## src/rtl/can_frame_sequencer.sv

```systemverilog
// CAN bus-level scheduler: integration, idle, frame, intermission, error/overload frame launch. All bit logic advances on i_sp; outputs are registered.
// Optional statistics counters (frame/error/overload) are enabled by defining CAN_SEQ_STATS_EN.
module can_frame_sequencer #(
  parameter int IDLE_BITS  = 11,
  parameter int IMS_BITS   = 3,
  parameter int MAX_OVLD   = 2,
  parameter int OE_TIMEOUT = 63
) (
  input  logic        i_clock,
  input  logic        i_reset_n,
  input  logic        i_rx,
  input  logic        i_sp,
  input  logic        i_error,
  input  logic        i_frame_done,
  input  logic        i_ovld_req,
  input  logic        i_f_itmss,
  output logic        o_f_ovrld,
  output logic        o_oe_type,
  output logic        o_dec_en,
  output logic        o_bus_idle,
  output logic        o_sof,
  output logic        o_oe_tout,
  output logic [2:0]  o_state
`ifdef CAN_SEQ_STATS_EN
  ,
  output logic [15:0] o_frame_cnt,
  output logic [15:0] o_err_cnt,
  output logic [15:0] o_ovld_cnt
`endif
);

  typedef enum logic [2:0] {
    ST_INTEG    = 3'd0,
    ST_IDLE     = 3'd1,
    ST_FRAME    = 3'd2,
    ST_OE_START = 3'd3,
    ST_OE_WAIT  = 3'd4,
    ST_IMS      = 3'd5
  } state_t;

  localparam logic [5:0] C_IDLE_BITS  = 6'(IDLE_BITS);
  localparam logic [5:0] C_IMS_BITS   = 6'(IMS_BITS);
  localparam logic [5:0] C_MAX_OVLD   = 6'(MAX_OVLD);
  localparam logic [5:0] C_OE_TIMEOUT = 6'(OE_TIMEOUT);

  state_t     r_state, w_state_nxt;
  logic [5:0] r_cnt, w_cnt_nxt, w_cnt_inc;
  logic [5:0] r_ovld, w_ovld_nxt, w_ovld_inc;
  logic       r_oe_type, w_oe_type_nxt;
  logic       r_f_ovrld, r_dec_en, r_bus_idle, r_sof, r_oe_tout;
  logic       w_sof, w_tout;

  assign w_cnt_inc  = (r_cnt  == 6'h3F) ? r_cnt  : r_cnt  + 6'd1;
  assign w_ovld_inc = (r_ovld == 6'h3F) ? r_ovld : r_ovld + 6'd1;

  always_comb begin
    w_state_nxt   = r_state;
    w_cnt_nxt     = r_cnt;
    w_ovld_nxt    = r_ovld;
    w_oe_type_nxt = r_oe_type;
    w_sof         = 1'b0;
    w_tout        = 1'b0;
    if (i_sp) begin
      case (r_state)
        ST_INTEG: begin
          if (!i_rx) begin
            w_cnt_nxt = 6'd0;
          end else if (w_cnt_inc >= C_IDLE_BITS) begin
            w_state_nxt = ST_IDLE;
            w_cnt_nxt   = 6'd0;
          end else begin
            w_cnt_nxt = w_cnt_inc;
          end
        end
        ST_IDLE: begin
          if (!i_rx) begin
            w_state_nxt = ST_FRAME;
            w_sof       = 1'b1;
            w_ovld_nxt  = 6'd0;
          end
        end
        ST_FRAME: begin
          // ERROR takes priority over a coincident FRAME_DONE
          if (i_error) begin
            w_state_nxt   = ST_OE_START;
            w_oe_type_nxt = 1'b0;
          end else if (i_frame_done) begin
            if (i_ovld_req && (r_ovld < C_MAX_OVLD)) begin
              w_state_nxt   = ST_OE_START;
              w_oe_type_nxt = 1'b1;
            end else begin
              w_state_nxt = ST_IMS;
              w_cnt_nxt   = 6'd0;
            end
          end
        end
        ST_OE_START: begin
          w_state_nxt = ST_OE_WAIT;
          w_cnt_nxt   = 6'd0;
        end
        ST_OE_WAIT: begin
          if (!i_f_itmss) begin
            w_state_nxt = ST_IMS;
            w_cnt_nxt   = 6'd0;
            w_ovld_nxt  = r_oe_type ? w_ovld_inc : 6'd0;
          end else if (w_cnt_inc >= C_OE_TIMEOUT) begin
            w_state_nxt = ST_INTEG;
            w_cnt_nxt   = 6'd0;
            w_tout      = 1'b1;
          end else begin
            w_cnt_nxt = w_cnt_inc;
          end
        end
        ST_IMS: begin
          if (!i_rx) begin
            w_cnt_nxt = 6'd0;
            // dominant in the last intermission bit is a hard sync to a new frame
            if (w_cnt_inc >= C_IMS_BITS) begin
              w_state_nxt = ST_FRAME;
              w_sof       = 1'b1;
              w_ovld_nxt  = 6'd0;
            end else if (r_ovld < C_MAX_OVLD) begin
              w_state_nxt   = ST_OE_START;
              w_oe_type_nxt = 1'b1;
            end else begin
              w_state_nxt = ST_INTEG;
            end
          end else if (w_cnt_inc >= C_IMS_BITS) begin
            w_state_nxt = ST_IDLE;
            w_cnt_nxt   = 6'd0;
          end else begin
            w_cnt_nxt = w_cnt_inc;
          end
        end
        default: begin
          w_state_nxt = ST_INTEG;
          w_cnt_nxt   = 6'd0;
        end
      endcase
    end
  end

  always_ff @(posedge i_clock or negedge i_reset_n) begin
    if (!i_reset_n) begin
      r_state    <= ST_INTEG;
      r_cnt      <= 6'd0;
      r_ovld     <= 6'd0;
      r_oe_type  <= 1'b0;
      r_f_ovrld  <= 1'b1;
      r_dec_en   <= 1'b0;
      r_bus_idle <= 1'b0;
      r_sof      <= 1'b0;
      r_oe_tout  <= 1'b0;
    end else begin
      r_state    <= w_state_nxt;
      r_cnt      <= w_cnt_nxt;
      r_ovld     <= w_ovld_nxt;
      r_oe_type  <= w_oe_type_nxt;
      r_f_ovrld  <= (w_state_nxt != ST_OE_START);
      r_dec_en   <= (w_state_nxt == ST_FRAME);
      r_bus_idle <= (w_state_nxt == ST_IDLE);
      r_sof      <= w_sof;
      r_oe_tout  <= w_tout;
    end
  end

  assign o_state    = r_state;
  assign o_f_ovrld  = r_f_ovrld;
  assign o_oe_type  = r_oe_type;
  assign o_dec_en   = r_dec_en;
  assign o_bus_idle = r_bus_idle;
  assign o_sof      = r_sof;
  assign o_oe_tout  = r_oe_tout;

`ifdef CAN_SEQ_STATS_EN
  logic        w_launch;
  logic [15:0] r_frame_cnt, r_err_cnt, r_ovld_cnt;

  assign w_launch = (w_state_nxt == ST_OE_START) && (r_state != ST_OE_START);

  always_ff @(posedge i_clock or negedge i_reset_n) begin
    if (!i_reset_n) begin
      r_frame_cnt <= 16'd0;
      r_err_cnt   <= 16'd0;
      r_ovld_cnt  <= 16'd0;
    end else begin
      if (w_sof)                      r_frame_cnt <= r_frame_cnt + 16'd1;
      if (w_launch && !w_oe_type_nxt) r_err_cnt   <= r_err_cnt + 16'd1;
      if (w_launch && w_oe_type_nxt)  r_ovld_cnt  <= r_ovld_cnt + 16'd1;
    end
  end

  assign o_frame_cnt = r_frame_cnt;
  assign o_err_cnt   = r_err_cnt;
  assign o_ovld_cnt  = r_ovld_cnt;
`endif

endmodule

```

## config.mk

```make
export PLATFORM = sky130hd
export DESIGN_NAME = can_frame_sequencer
export DESIGN_NICKNAME = d
export VERILOG_FILES = /design/src/rtl/can_frame_sequencer.sv
export SDC_FILE = /design/constraint.sdc
export NUM_CORES = 1
export LEC_CHECK = 0
export BUFFER_PORTS_ARGS = -buffer_cell sky130_fd_sc_hd__buf_2
export CAP_MARGIN = 20
export CORE_MARGIN = 2
export CORE_UTILIZATION = 35
export DETAILED_ROUTE_END_ITERATION = 10
export GPL_TIMING_DRIVEN = 0
export SETUP_SLACK_MARGIN = 0.1
export SLEW_MARGIN = 5
export SYNTH_ARGS = -nofsm -noshare
export SYNTH_HDL_FRONTEND = slang
export SYNTH_SLANG_ARGS = --single-unit
```

## constraint.sdc

```tcl
create_clock -name i_clock -period 6.6 [get_ports i_clock]
set_input_delay 0.66 -clock i_clock [delete_from_list [all_inputs] [get_ports i_clock]]
set_output_delay 0.66 -clock i_clock [all_outputs]
set_load 0.005 [all_outputs]
```

==> run metrics <==
leakage=0.764 nW; largest net degree at the start of global routing=22; Seq pwr share=0.359; r2r startpoint=r_cnt[1]; RSZ-0062 raised after global routing=false; area grow syn2layout=12.0%; Synth area leader=dfrtp_1; arrival time of the worst setup path=2.59 ns; fin area=between 1500 and 2000 um2; CP Class=reg -> reg; WP data required=6.77 ns; Gate power share=0.470; Final period util=0.366; clock root buffer=clkbuf_8; #FFs+latches synth=21; remaining global-route overflow=0; Hold Vio Cnt, Final=0; ant diodes=0; DPL Wire Length=2760 um; Max transition margin=0.610; H-tree depth=1; clk buf depth=2; I/O Buffers=16; CP Launch Type=register; ys async rst share=1.00; count leader, synth=dfrtp_1; Rows=24; Starting Density=0.363; mean routed wirelength per cell=about 14 um; die width=71.2 um; Die Height=between 70 and 80 um; Total Power=between 0.4 and 0.5 mW; Worst R2R Path Depth=8; sequential element share of the synthesized area=0.333; GRT Total Usage=0.154; largest delay contributor family on the critical path=compound AO/OA/AOI/OAI gates; core area=4350 um2; share of layout cells above drive strength 1=0.221; endpoints failing setup=0; fillers=roughly 440; Post-synth EDFFs=0; crit path buf inv count=1; Worst-Skew Late Latency=between 0.2 and 0.3 ns; Pint=around 0.29 mW; CTS sink count=21; upper clock frequency limit=a little over 400 MHz; clock network fraction of total power=0.171; CP Capture Type=register; Max Slew Vio Count=0; fin nets=215; crit-path max FO=10; minimum setup slack among reg-to-reg paths=~4.2 ns; post-route setup TNS=0 ns; cts hold-fix bufs=0; Post-CTS Setup Inserts=0; dpl ws=between 4 and 5 ns; initial antenna violation count=0; syn nets=~190; pwr dens=about 280 nW/um2; top-area cell type share of the netlist area=0.316; Placed Instance Area=around 1700 um2; PostCTS Resize Cnt=0; status=finished clean; final worst slack=~4.2 ns; Post-Synthesis Cells=between 150 and 200; Final Non-Filler Cells=around 260; synth top area cells=dfrtp_1 (32%), nand2_1 (4.5%), nor2_1 (4.0%); min-delay worst type=in -> async; Detailed Routing Iterations Pass 1=4; CP max stage delay=between 0.5 and 0.6 ns; syn_area_per_cell=between 8 and 9 um2; clock skew=between 0.0015 and 0.002 ns; die area=a little over 5000 um2; minimum clock period=2.42 ns; CTS tree=built; vias in the first global route=1333; Routability Congestion=roughly 0.92; slew at the pin closest to its max-slew limit=~0.58 ns; end of the worst register-to-register path=r_ovld[5]; TritonCTS Buffers=3; crit-path cells=ha_1 -> buf_2 -> o21ai_0 -> a31oi_2 -> o31ai_1 -> a2111o_1 -> or2_4 -> o31ai_2; WHS=roughly 0.35 ns; DRC violations left=0; vias after detailed routing=~1500; Iteration-0 DRC Markers=94; vias per inst=approximately 5.8; Synth Cell Area=~1600 um2; CP max-delay cell=a2111o_1; switch share=0.414; global-route wire length before repair=between 6000 and 7000 um; prevailing post-synth register cell=dfrtp_1; post-route ant nets=0; I/O pin count=17; Psw=approximately 0.2 mW; Synth top cells by count=dfrtp_1 (20), nand2_1 (19), nor2_1 (17); Detailed Route WL=about 3600 um; Final Util=0.407; Worst-path clk slew=around 0.080 ns; placed cells=about 250; synth unique cells=61; max_cap viols=0; VDD IR max=0.000143 V; YS warnings=0
-- metal layers --
metal | global-route usage | vias up | share of wire
met1 | 0.231 | 716 | 0.49
met4 | 0.0377 | 0 | 0.0047
li1 | - | 729 | -
met5 | 0 | - | 0
met2 | 0.239 | 31 | 0.46
met3 | 0.0169 | 2 | 0.037
-- flip-flops by register name, indices dropped and copies added (netlist names) --
name        flops
r_cnt           6
o_dec_en        1
o_sof           1
r_ovld          6
o_oe_tout       1
o_f_ovrld       1
o_state         3
o_oe_type       1
o_bus_idle      1
-- area by class of cell --
cell class                      instances  area [um2]  share of cell area
Sequential cell                        21         527               0.297
Buffer                                  8        51.3              0.0290
Timing Repair Buffer                   16        80.1              0.0452
Inverter                                8        30.0              0.0169
Multi-Input combinational cell        147         973               0.549
Clock buffer                            4        45.0              0.0254
Tap cell                               52        65.1              0.0367
-- worst register-to-register path: stages, from the launching register on --
cell,delay [ns]
dfrtp_1,0.49
ha_1,0.19
buf_2,0.18
o21ai_0,0.12
a31oi_2,0.20
o31ai_1,0.12
a2111o_1,0.54
or2_4,0.31
o31ai_2,0.17
-- worst max-delay path by stage --
stage | from | endpoint | cells past startpoint
final | r_cnt[1] | r_ovld[5] | 8
after global routing | r_cnt[1] | r_ovld[5] | 8
after CTS | r_cnt[1] | r_ovld[5] | 8
after detailed placement | r_cnt[1] | r_ovld[4] | 8
after global placement | r_cnt[1] | r_ovld[5] | 8
after floorplan | r_cnt[1] | r_ovld[5] | 8
-- power groups by stage --
| stage | logic [mW] | clock network, mW | registers [mW] |
|---|---|---|---|
| final | 0.233 | 0.0848 | 0.178 |
| after global routing | 0.261 | 0.0937 | 0.183 |
| after CTS | 0.234 | 0.0871 | 0.178 |
| after detailed placement | 0.233 | 0 | 0.180 |
| after global placement | 0.233 | 0 | 0.180 |
| after floorplan | 0.166 | 0 | 0.178 |
-- layout by cell type (no fill, tap or decap), types with 2 or more instances in the layout --
cell type / synthesis / final
dfrtp_1: 20 / 20
nand2_1: 19 / 19
buf_2: 2 / 18
nor2_1: 17 / 17
o21ai_1: 10 / 10
nand2b_1: 8 / 8
nand3_1: 8 / 8
inv_1: 7 / 7
and3_1: 6 / 6
a21oi_1: 6 / 6
nor3_1: 5 / 5
o21ai_0: 4 / 4
nand4_1: 4 / 4
nor2b_1: 4 / 4
clkbuf_1: 2 / 3
nor3b_2: 3 / 3
clkbuf_8: 0 / 3
buf_4: 2 / 2
nor3b_1: 2 / 2
a211oi_1: 2 / 2
a211o_1: 2 / 2
and2_1: 2 / 2
o221ai_1: 2 / 2
nand4b_1: 2 / 2
a31oi_1: 2 / 2
o211ai_1: 2 / 2
a31o_2: 2 / 2
a21boi_0: 2 / 2
o31ai_2: 2 / 2
a32o_1: 2 / 2
ha_1: 2 / 2
-- logic make-up after synthesis --
logic type | after synthesis | synth area share
flip-flops | 21 | 0.333
AND/OR/NAND/NOR | 91 | 0.324
AO/OA/AOI/OAI | 53 | 0.268
adder cells (fa/ha/maj) | 2 | 0.0158
buffers and inverters | 16 | 0.0514
multiplexers | 1 | 0.00712
(Power assumes the default switching activity.)
